===== config.mk =====
export PLATFORM = sky130hd
export DESIGN_NAME = pipe_pattern_gen
export DESIGN_NICKNAME = d
export VERILOG_FILES = /design/src/rtl/pipe_pattern_gen.sv
export SDC_FILE = /design/constraint.sdc
export NUM_CORES = 1
export LEC_CHECK = 0
export CORE_ASPECT_RATIO = 1.4
export CORE_MARGIN = 1
export CORE_UTILIZATION = 45
export DETAILED_ROUTE_END_ITERATION = 10
export PLACE_DENSITY = 0.73
export RECOVER_POWER = 25
export SYNTH_ARGS = -nofsm -noshare
export SYNTH_HDL_FRONTEND = slang
export SYNTH_SLANG_ARGS = --single-unit

===== constraint.sdc =====
create_clock -name clk -period 2.2 [get_ports clk]
set_input_delay 0.44 -clock clk [delete_from_list [all_inputs] [get_ports clk]]
set_output_delay 0.44 -clock clk [all_outputs]
set_load 0.1 [all_outputs]

===== src/rtl/pipe_pattern_gen.sv =====
// Pipe column source: alternates SPACING blank columns with PIPE_W columns of a pipe whose
// GAP_H-row opening sits at an LFSR-chosen height; outputs are registered, one column per advance.
module pipe_pattern_gen #(
  parameter logic [7:0] SEED    = 8'hA5,
  parameter int         GAP_H   = 3,
  parameter int         SPACING = 4,
  parameter int         PIPE_W  = 2
) (
  input  logic       clk,
  input  logic       reset,
  input  logic       active,
  input  logic       gameover,
  input  logic       advance,
  output logic [7:0] newPattern,
  output logic       newPipe,
  output logic [7:0] pipeCount
);

  localparam int MAXC = (SPACING > PIPE_W) ? SPACING : PIPE_W;
  localparam int CW   = $clog2(MAXC + 1);

  localparam logic [CW-1:0] SPACE_LAST = CW'(SPACING - 1);
  localparam logic [CW-1:0] PIPE_LAST  = CW'(PIPE_W - 1);
  localparam logic [2:0]    MAXPOS     = 3'(8 - GAP_H);
  localparam logic [2:0]    WRAP_SUB   = 3'(9 - GAP_H);
  localparam logic [7:0]    GAP_MASK   = 8'((1 << GAP_H) - 1);

  typedef enum logic [1:0] {IDLE, SPACE, PIPE, FROZEN} state_t;

  state_t        state_q;
  logic [7:0]    lfsr_q;
  logic [CW-1:0] col_cnt_q;
  logic [7:0]    pattern_q;
  logic          new_pipe_q;
  logic [7:0]    pipe_cnt_q;

  logic [7:0]    lfsr_d;
  logic [2:0]    pos_d;
  logic [7:0]    pipe_d;

  // Opening position comes from the pre-step LFSR value, folded into the legal row range.
  always_comb begin
    lfsr_d = {lfsr_q[6:0], lfsr_q[7] ^ lfsr_q[5] ^ lfsr_q[4] ^ lfsr_q[3]};
    pos_d  = (lfsr_q[2:0] > MAXPOS) ? (lfsr_q[2:0] - WRAP_SUB) : lfsr_q[2:0];
    pipe_d = ~(GAP_MASK << pos_d);
  end

  always_ff @(posedge clk) begin
    if (reset || !active) begin
      state_q    <= IDLE;
      lfsr_q     <= SEED;
      col_cnt_q  <= '0;
      pattern_q  <= 8'h00;
      new_pipe_q <= 1'b0;
      pipe_cnt_q <= 8'h00;
    end else begin
      case (state_q)
        IDLE: begin
          state_q    <= SPACE;
          new_pipe_q <= 1'b0;
        end
        SPACE, PIPE: begin
          new_pipe_q <= 1'b0;
          if (gameover) begin
            state_q <= FROZEN;
          end else if (advance) begin
            lfsr_q <= lfsr_d;
            if (state_q == SPACE) begin
              if (col_cnt_q == SPACE_LAST) begin
                state_q    <= PIPE;
                col_cnt_q  <= '0;
                pattern_q  <= pipe_d;
                new_pipe_q <= 1'b1;
                if (pipe_cnt_q != 8'hFF) begin
                  pipe_cnt_q <= pipe_cnt_q + 8'd1;
                end
              end else begin
                col_cnt_q <= col_cnt_q + CW'(1);
              end
            end else begin
              if (col_cnt_q == PIPE_LAST) begin
                state_q   <= SPACE;
                col_cnt_q <= '0;
                pattern_q <= 8'h00;
              end else begin
                col_cnt_q <= col_cnt_q + CW'(1);
              end
            end
          end
        end
        FROZEN: begin
          new_pipe_q <= 1'b0;
        end
        default: begin
          state_q <= IDLE;
        end
      endcase
    end
  end

  assign newPattern = pattern_q;
  assign newPipe    = new_pipe_q;
  assign pipeCount  = pipe_cnt_q;

endmodule

==> impl_metrics.tcl <==
set metrics [dict create \
    route.detailed.drc 0 \
    vdd_ir_drop_max_v 0.000442 \
    final_cell_mix "27 x dfxtp_1, 22 x nand2_1, 17 x buf_4" \
    drtIter0Drc 14 \
    fp.dieW_um 50.8 \
    portBuffers 21 \
    diodes 0 \
    p_per_area_nw_per_um2 591 \
    ff2ff_setup_slack_ns 0.13 \
    cp_max_fo 7 \
    cts_buffers 5 \
    ant_nets 0 \
    finalNonFillerCells 244 \
    final_common_cell "dfxtp_1" \
    cts_root_buffer "clkbuf_8" \
    setup_viol 0 \
    timing.critical_path.cells "inv_1 -> ha_1 -> a21oi_1 -> mux2_2 -> or3_1 -> a32o_1" \
    syn-instance-count 171 \
    cts_sinks 30 \
    rr_endpoint "newPattern[4]" \
    status "complete, no violations" \
    post-route-period-util_pct 93.9 \
    hold_path_startpoint "lfsr_q[6]" \
    drv_slew 0 \
    area_delta_synth_final_pct 23.8 \
    crit_type "flop to flop" \
    grt_overflow 0 \
    ctsHoldBuffers 0 \
    min_period_ns 2.07 \
    finClkSkew_ns 0.00889 \
    first_global_vias 1343 \
    start_util_pct 47.6 \
    crit_arrival_ns 2.25 \
    yosysSeqAreaShare_pct 40.0 \
    core-area_um2 3150 \
    slowest_delay_ns 0.44 \
    wl_per_cell_um 14.0 \
    clk_latency_ns 0.29 \
    worstMarginPinSlew_ns 0.698 \
    power_uw 1100 \
    cts_tree "built" \
    min_path_cells 2 \
    antenna_found_initial 0 \
    synth.avg_cell_area_um2 8.78 \
    worstHoldPathType "flop to flop" \
    die-area_um2 3570 \
    htreeDepth 2 \
    fin_hold_ws_ns 0.458 \
    grt_first_pass_wirelength_um 5710 \
    post-place-ws_ns -0.0535 \
    regToRegStartpoint "lfsr_q[1]" \
    synth_nets 186 \
    drive_gt1_share_pct 21.0 \
    nNetsFinal 219 \
    ys_seq_elements 30 \
    yosysUniqueCellTypes 38 \
    cpMaxStageDelayCell "dfxtp_1" \
    firstDrtPassIters 4 \
    crit_family "compound AO/OA/AOI/OAI gates" \
    path_buf_inv 1 \
    yosys_warnings 0 \
    startpoint_type "flop" \
    netlist_area_um2 1500 \
    routed_via_density 5.63 \
    num_vias 1373 \
    holdPathEnd "lfsr_q[6]" \
    dp_hpwl_um 2500 \
    r2r_cells 6 \
    cp.depth 6 \
    slew-limit-headroom_pct 53.5 \
    grt_max_degree 16 \
    cap_viol_max_count 0 \
    row_count 24 \
    cts.clk_slew.worst_paths_ns 0.07 \
    dp.cells 236 \
    globalplace.congestion 0.768 \
    power_leakage_uw 0.000732 \
    fmax_ghz 0.484 \
    finalWirelength_um 3420 \
    report.final.hold_viol_count 0 \
    end_kind "flop" \
    required_ns 2.38 \
    postCtsSetupBuffers 0 \
    pin_count 22 \
    track_usage_pct 21.2 \
    die_y_um 70.3 \
    layout_setup_ws_ns 0.135 \
    rsz0062_at_grt "no" \
    max-clock-path-buffers 2 \
]
[synth_stat cells]
library cell,n,area [um^2]
nor2_1,4,15.0
nand4_1,1,6.26
and4_1,1,8.76
or3b_1,1,8.76
a211oi_1,1,7.51
buf_2,2,10.0
or3_1,4,25.0
nand3_1,9,45.0
dfxtp_1,30,601
a21o_1,1,7.51
o41ai_1,4,35.0
and3_1,1,6.26
o311ai_0,3,26.3
clkbuf_1,4,15.0
a32o_1,2,20.0
o2bb2ai_1,2,17.5
o21ai_1,1,5.00
a211o_1,1,8.76
a21oi_1,16,80.1
or4_1,3,22.5
xnor2_1,4,35.0
o21ai_0,5,25.0
nor2b_1,4,25.0
mux2_2,1,11.3
nor3b_2,1,12.5
ha_1,10,125
nand2b_1,2,12.5
nor3_1,1,5.00
o211ai_1,4,30.0
nand3b_1,1,7.51
inv_1,10,37.5
mux2i_1,3,30.0
nor3b_1,1,7.51
o31ai_1,2,15.0
nand2_1,22,82.6
and2_1,3,18.8
a22oi_1,2,15.0
a22o_1,4,35.0
[how the worst max path moves through the flow]
stage,slack [ns],startpoint,to
after global placement,-0.01,advance,pipeCount[6]
after detailed placement,-0.05,advance,pipeCount[5]
final,0.13,lfsr_q[1],newPattern[4]
after CTS,0.05,state_q[0],pipeCount[6]
after global routing,0.03,lfsr_q[1],newPattern[4]
after floorplan,0.06,state_q[0],pipeCount[5]
[final cells by class]
| cell class | instances | area, um^2 |
|---|---|---|
| Sequential cell | 30 | 604 |
| Clock buffer | 6 | 82.6 |
| Tap cell | 39 | 48.8 |
| Fill cell | 294 | 1290 |
| Timing Repair Buffer | 32 | 223 |
| Clock inverter | 2 | 12.5 |
| Inverter | 10 | 37.5 |
| Multi-Input combinational cell | 125 | 851 |
[worst min-delay path, stage by stage, from the launching register on]
cell,delay [ns]
dfxtp_1,0.31
nand2_1,0.05
a21oi_1,0.05
[metrics by stage]
| stage | utilization, % | setup TNS [ns] | cell area, um^2 |
|---|---|---|---|
| 3_5_place_dp | 56.4 | -0.118 | 1780 |
| 3_3_place_gp | 56.4 | -0.0200 | 1780 |
| 5_1_grt | 59.0 | 0 | 1860 |
| 6_report | 59.0 | 0 | 1860 |
| 4_1_cts | 59.4 | 0 | 1870 |
| 2_1_floorplan | - | 0 | 1500 |
[per-layer routing]
layer,up-vias,GRT usage [%],wire length (um)
met2,29,40.0,1810
li1,688,-,-
met4,0,9.57,79
met5,-,0,0
met1,647,20.3,1400
met3,9,5.88,122
[report_power, final]
group / leakage [uW] / internal, uW / total (uW) / switching [uW]
registers: 0.000244 / 548 / 554 / 5.75
clock network: 0.0000472 / 251 / 466 / 215
logic: 0.000442 / 35.7 / 78.3 / 42.7
total: 0.000732 / 835 / 1100 / 264
[state kept, by name, summed over array words and instances (netlist names)]
name and flops:
col_cnt_q 3, newPipe 1, lfsr_q 8, newPattern 8, pipeCount 8, state_q 2
[what timing repair did]
item,4_1_cts,5_1_grt
resized for setup,0,3
setup endpoints to repair,0,8
endpoints found under the hold margin,0,0
[cell families after synthesis]
kind of cell / count (synthesis) / share of synthesized area, %
compound gates: 48 / 21.8
xor+xnor: 4 / 2.33
fa+ha+maj: 10 / 8.33
buf+inv: 16 / 4.17
flops: 30 / 40.0
mux: 4 / 2.75
simple gates: 59 / 20.6
Note: power is estimated with default switching activity, not from simulation.
